--- src/rtl/fetch_pkg.sv ---
// Shared types and constants for the instruction fetch stage.
package fetch_pkg;

    typedef enum logic [2:0] {
        IDLE,
        REQ,
        WAIT,
        FLUSH,
        HOLD
    } fetch_state_t;

    localparam int          INSTR_BYTES      = 4;
    localparam int          OPCODE_W         = 7;
    localparam int          INSTR_DATA_W     = 25;
    localparam logic [31:0] DEFAULT_RESET_PC = 32'h0000_0000;

endpackage

--- src/rtl/instruction_fetch_if.sv ---
// Fetch-stage bus bundle: imem request/response, execute redirect, decode output.
interface instruction_fetch_if;

    logic                              imem_req_valid;
    logic                              imem_req_ready;
    logic [31:0]                       imem_req_addr;
    logic                              imem_rsp_valid;
    logic [31:0]                       imem_rsp_data;
    logic                              redirect_valid;
    logic [31:0]                       redirect_pc;
    logic                              out_valid;
    logic                              out_ready;
    logic [31:0]                       out_pc;
    logic [fetch_pkg::OPCODE_W-1:0]     out_opcode;
    logic [fetch_pkg::INSTR_DATA_W-1:0] out_instruction_data;

    modport master (
        output imem_req_valid, imem_req_addr,
        input  imem_req_ready, imem_rsp_valid, imem_rsp_data,
        input  redirect_valid, redirect_pc,
        output out_valid, out_pc, out_opcode, out_instruction_data,
        input  out_ready
    );

    modport slave (
        input  imem_req_valid, imem_req_addr,
        output imem_req_ready, imem_rsp_valid, imem_rsp_data,
        output redirect_valid, redirect_pc,
        input  out_valid, out_pc, out_opcode, out_instruction_data,
        output out_ready
    );

endinterface

--- src/rtl/instruction_fetch.sv ---
// Fetch stage: one outstanding imem read, registered opcode/data handoff to decode,
// with execute redirects taking priority in every state.
module instruction_fetch
    import fetch_pkg::*;
#(
    parameter logic [31:0] RESET_PC = DEFAULT_RESET_PC
) (
    input  logic                clk,
    input  logic                rst_n,
    instruction_fetch_if.master bus
);

    fetch_state_t              state_q, state_d;
    logic [31:0]               pc_q, pc_d;
    logic [31:0]               out_pc_q, out_pc_d;
    logic [OPCODE_W-1:0]       out_opcode_q, out_opcode_d;
    logic [INSTR_DATA_W-1:0]   out_idata_q, out_idata_d;
    logic                      req_fire;
    logic                      rsp_take;

    // Redirect suppresses the request combinationally so a stale address never issues.
    assign bus.imem_req_valid = (state_q == REQ) && !bus.redirect_valid;
    assign bus.imem_req_addr  = pc_q;
    assign req_fire           = bus.imem_req_valid && bus.imem_req_ready;
    assign rsp_take           = (state_q == WAIT) && bus.imem_rsp_valid && !bus.redirect_valid;

    assign bus.out_valid            = (state_q == HOLD);
    assign bus.out_pc               = out_pc_q;
    assign bus.out_opcode           = out_opcode_q;
    assign bus.out_instruction_data = out_idata_q;

    always_comb begin
        state_d      = state_q;
        pc_d         = pc_q;
        out_pc_d     = out_pc_q;
        out_opcode_d = out_opcode_q;
        out_idata_d  = out_idata_q;

        case (state_q)
            IDLE:    state_d = REQ;
            REQ:     if (req_fire) state_d = WAIT;
            WAIT:    if (bus.imem_rsp_valid) state_d = HOLD;
            HOLD:    if (bus.out_ready) state_d = REQ;
            FLUSH:   if (bus.imem_rsp_valid) state_d = REQ;
            default: state_d = IDLE;
        endcase

        if (rsp_take) begin
            out_pc_d     = pc_q;
            out_opcode_d = bus.imem_rsp_data[OPCODE_W-1:0];
            out_idata_d  = bus.imem_rsp_data[31:OPCODE_W];
            pc_d         = pc_q + 32'(INSTR_BYTES);
        end

        // A response still in flight must be drained in FLUSH before the next request.
        if (bus.redirect_valid) begin
            pc_d = bus.redirect_pc & 32'hFFFF_FFFC;
            case (state_q)
                WAIT, FLUSH: state_d = bus.imem_rsp_valid ? REQ : FLUSH;
                default:     state_d = REQ;
            endcase
        end
    end

    always_ff @(posedge clk or negedge rst_n) begin
        if (!rst_n) begin
            state_q      <= IDLE;
            pc_q         <= RESET_PC;
            out_pc_q     <= '0;
            out_opcode_q <= '0;
            out_idata_q  <= '0;
        end else begin
            state_q      <= state_d;
            pc_q         <= pc_d;
            out_pc_q     <= out_pc_d;
            out_opcode_q <= out_opcode_d;
            out_idata_q  <= out_idata_d;
        end
    end

endmodule

--- src/flat_wrapper.sv ---
// flat-port wrapper written by rule: the top's interface ports become plain ports
module instruction_fetch_flat import fetch_pkg::*;
#(
    parameter logic [31:0] RESET_PC = DEFAULT_RESET_PC
)
  (clk, rst_n, bus_imem_req_valid, bus_imem_req_addr, bus_imem_req_ready, bus_imem_rsp_valid, bus_imem_rsp_data, bus_redirect_valid, bus_redirect_pc, bus_out_valid, bus_out_pc, bus_out_opcode, bus_out_instruction_data, bus_out_ready);
  instruction_fetch_if bus_i ();
  input  logic clk;
  input  logic rst_n;
  output wire logic [$bits(bus_i.imem_req_valid)-1:0] bus_imem_req_valid;
  output wire logic [$bits(bus_i.imem_req_addr)-1:0] bus_imem_req_addr;
  input wire logic [$bits(bus_i.imem_req_ready)-1:0] bus_imem_req_ready;
  input wire logic [$bits(bus_i.imem_rsp_valid)-1:0] bus_imem_rsp_valid;
  input wire logic [$bits(bus_i.imem_rsp_data)-1:0] bus_imem_rsp_data;
  input wire logic [$bits(bus_i.redirect_valid)-1:0] bus_redirect_valid;
  input wire logic [$bits(bus_i.redirect_pc)-1:0] bus_redirect_pc;
  output wire logic [$bits(bus_i.out_valid)-1:0] bus_out_valid;
  output wire logic [$bits(bus_i.out_pc)-1:0] bus_out_pc;
  output wire logic [$bits(bus_i.out_opcode)-1:0] bus_out_opcode;
  output wire logic [$bits(bus_i.out_instruction_data)-1:0] bus_out_instruction_data;
  input wire logic [$bits(bus_i.out_ready)-1:0] bus_out_ready;
  assign bus_imem_req_valid = bus_i.imem_req_valid;
  assign bus_imem_req_addr = bus_i.imem_req_addr;
  assign bus_i.imem_req_ready = bus_imem_req_ready;
  assign bus_i.imem_rsp_valid = bus_imem_rsp_valid;
  assign bus_i.imem_rsp_data = bus_imem_rsp_data;
  assign bus_i.redirect_valid = bus_redirect_valid;
  assign bus_i.redirect_pc = bus_redirect_pc;
  assign bus_out_valid = bus_i.out_valid;
  assign bus_out_pc = bus_i.out_pc;
  assign bus_out_opcode = bus_i.out_opcode;
  assign bus_out_instruction_data = bus_i.out_instruction_data;
  assign bus_i.out_ready = bus_out_ready;
  instruction_fetch #(.RESET_PC(RESET_PC)) u_core (.clk(clk), .rst_n(rst_n), .bus(bus_i));
endmodule
--- config.mk ---
export PLATFORM = sky130hd
export DESIGN_NAME = instruction_fetch_flat
export DESIGN_NICKNAME = d
export VERILOG_FILES = /design/src/rtl/fetch_pkg.sv /design/src/rtl/instruction_fetch_if.sv /design/src/rtl/instruction_fetch.sv /design/src/flat_wrapper.sv
export SDC_FILE = /design/constraint.sdc
export NUM_CORES = 1
export LEC_CHECK = 0
export CAP_MARGIN = 40
export CORE_MARGIN = 2
export CORE_UTILIZATION = 55
export DETAILED_ROUTE_END_ITERATION = 7
export DONT_BUFFER_PORTS = 1
export PLACE_DENSITY = 0.7
export SLEW_MARGIN = 20
export SYNTH_ARGS = -nofsm -noshare
export SYNTH_HDL_FRONTEND = slang
export SYNTH_SLANG_ARGS = --single-unit
--- constraint.sdc ---
create_clock -name clk -period 4.8 [get_ports clk]
set_clock_uncertainty 0.05 [all_clocks]
set_input_delay 1.44 -clock clk [delete_from_list [all_inputs] [get_ports clk]]
set_output_delay 1.44 -clock clk [all_outputs]
set_load 0.005 [all_outputs]
==> flow_summary.toml <==
[placement]
gp_congestion = 0.756
portBuffers = 0
dp_slack_ps = 1440
dpl.cell_count = 436
hpwl_um = 6150

[setup_path]
slowest_delay_ps = 360
start_kind = "input pin"
crit_path_start = "bus_redirect_valid"
cp.depth = 1
required_ps = 3310
r2r_setup_slack_ps = 2320
path_class = "in -> out"
critical-path-top-delay-family = "simple AND/OR/NAND/NOR gates"
crit_chain = "nor4b_1"
endpoint_kind = "output port"
cp_slowest_cell = "nor4b_1"
timing.critical_path.arrival_ps = 1800
r2r_start = "u_core.state_q[0]"
rr_endpoint = "u_core.bus.imem_req_addr[26]"
worst-path-buf-inv = 0
crit_end = "bus_imem_req_valid"
reg2reg_depth = 5
path_max_fanout = 26

[drt]
viasPerCell = 6.15
wl_um = 8780
wl_per_cell_um = 19.4
first_pass_iters = 4
dr.first_iter.drc_count = 144
drc = 0
ant_nets = 0
num_vias = 2778

[clocking]
post_cts_resized = 0
cts_buffers = 9
cts_tree = "yes"
cts.sinks = 95
clk_latency_ps = 350
ctsHoldBuffers = 0
clk_pin_slew_ps = 90
postCtsSetupRepairBufs = 0
cts_htree_levels = 3
clockBufferDepth = 2
root_buffer = "clkbuf_8"

[synth]
yosys.area.top_type = "dfrtp_1"
syn_avg_cell_area_um2 = 11.9
seq_area_frac_synth_pct = 56.4
synthesis.area_mm2 = 0.00422
ys_types = 36
yosys-top-cells-area = "dfrtp_1 (56%), mux2_2 (17%), a31oi_1 (2.7%), o21ai_0 (2.5%), or4_1 (2.1%)"
synth-edff-count = 0
syn_inst = 355
async_flop_share_pct = 100
synth.top_cell.area_share_pct = 56.4
synth-seq-cells = 95
synthFlopType = "dfrtp_1"
yosysWarnings = 0

[power]
power_density_mw_per_mm2 = 417
p_leak_nw = 1.87
vdd_drop_max_v = 0.000223

[grt]
grtUsageMet2_pct = 33.5
use_met1_pct = 26.6
grt_max_degree = 96
grtUsageMet3_pct = 7.30
gr-usage-all-layers_pct = 21.0
grt_pass1_wl_um = 13900
overflow = 0
grt_pass1_vias = 2736
grt-busiest-layer = "met2"
antenna_found_initial = 0

[final_layout]
area_delta_synth_final_pct = 6.06
fin_cells = 452
final_core_util_pct = 61.0
antenna_cells = 0
nets = 419
drive_gt1_share_pct = 24.1

[sta]
post-route-min-period_ps = 3290
maxSlewViolCount = 0
setup_violations = 0
setup_ws_ps = 1510
hold_viol_final = 0
fin_crit_sh_pct = 68.6
rsz0062_at_grt = "false"
finalSetupTns_ps = 0
tightestPinTransition_ps = 738
slew_headroom_pct = 50.6
whs_ps = 476
fmaxAchievable_ghz = 0.304

[floorplanning]
rows = 31
io_pins = 168
core_area_mm2 = 0.00733
fp.dieArea_mm2 = 0.00838
fp.dieW_um = 91.5
die_y_um = 91.5
start_util_pct = 57.5

[job]
drv_cap = 0

[outcome]
status = "complete, no violations"

[min_path]
hold_class = "reg -> reg"
cell usage after synthesis (2+ instances only):
| library cell | n |
|---|---|
| dfrtp_1 | 95 |
| mux2_2 | 64 |
| nand2_1 | 22 |
| nor2_1 | 21 |
| o21ai_0 | 21 |
| a31oi_1 | 18 |
| clkbuf_1 | 18 |
| or4_1 | 12 |
| nand3_1 | 11 |
| o31ai_1 | 10 |
| nand4_1 | 8 |
| or3_1 | 8 |
| xnor2_1 | 7 |
| inv_1 | 6 |
| buf_4 | 4 |
| and4_1 | 3 |
| nor3_1 | 3 |
| xor2_1 | 3 |
| a21oi_1 | 2 |
| nor2b_1 | 2 |
| nor4_1 | 2 |
report_power, final:
group	switching [mW]	internal (mW)
sequential	0.172	0.983
clock	0.281	0.208
combinational	0.0760	0.146
total	0.529	1.34
worst min-delay path by stage:
| stage | cells after the start | to | startpoint | slack [ps] |
|---|---|---|---|---|
| after floorplan | 1 | u_core.state_q[1] | u_core.state_q[2] | 410 |
| after global placement | 1 | u_core.state_q[1] | u_core.state_q[2] | 460 |
| after detailed placement | 1 | u_core.state_q[1] | u_core.state_q[2] | 470 |
| after CTS | 1 | u_core.state_q[1] | u_core.state_q[2] | 480 |
| after global routing | 1 | u_core.bus.out_instruction_data[19] | u_core.bus.out_instruction_data[19] | 500 |
| final | 1 | u_core.state_q[1] | u_core.state_q[2] | 480 |
logic make-up after synthesis:
family          count (synthesis)  synth area share, %
simple gates                  101                 13.2
flops                          95                 56.4
mux                            65                 17.3
compound gates                 52                 7.36
buf+inv                        30                 3.24
xor+xnor                       10                 2.08
fa+ha+maj                       1                0.297
other cells                     1               0.0890
registers in the layout, indices dropped and copies added, names as in the netlist:
signal / flops
u_core.bus.out_opcode: 7
u_core.bus.out_instruction_data: 25
u_core.bus.imem_req_addr: 30
u_core.state_q: 3
u_core.bus.out_pc: 30
metrics by stage:
stage               area, um2  power (mW)
floorplan                4230        1.32
global placement         4270        1.38
detailed placement       4290        1.40
CTS                      4470        1.89
global route             4470        1.96
finish                   4470        1.87
per-layer routing:
layer  part of all wire (%)  wire length (um)
met5                      0                 0
met4                    1.6               141
met3                    8.4               734
met2                     50              4400
met1                     40              3510
cells in the final DEF, fill, tap and decap left out, types with 2 or more instances in the layout:
cell type	n
and4_1	3
nor2b_1	2
conb_1	4
inv_1	6
or4_1	12
a31oi_1	18
o21ai_0	21
nand3_1	11
nand4_1	8
a21oi_1	2
or3_1	8
nor4_1	2
xor2_1	3
o31ai_1	10
nor3_1	3
nor2_1	20
dfrtp_1	95
clkbuf_8	10
mux2_2	64
nand2_1	22
xnor2_1	7
clkinv_4	3
final cells by class:
| class | instances | area (um2) |
|---|---|---|
| Tap cell | 99 | 124 |
| Multi-Input combinational cell | 233 | 1720 |
| Sequential cell | 95 | 2380 |
| Timing Repair Buffer | 3 | 42.5 |
| Fill cell | 576 | 2860 |
| Clock buffer | 11 | 141 |
| Inverter | 6 | 22.5 |
| Clock inverter | 5 | 42.5 |
Note: power is estimated with default switching activity, not from simulation.
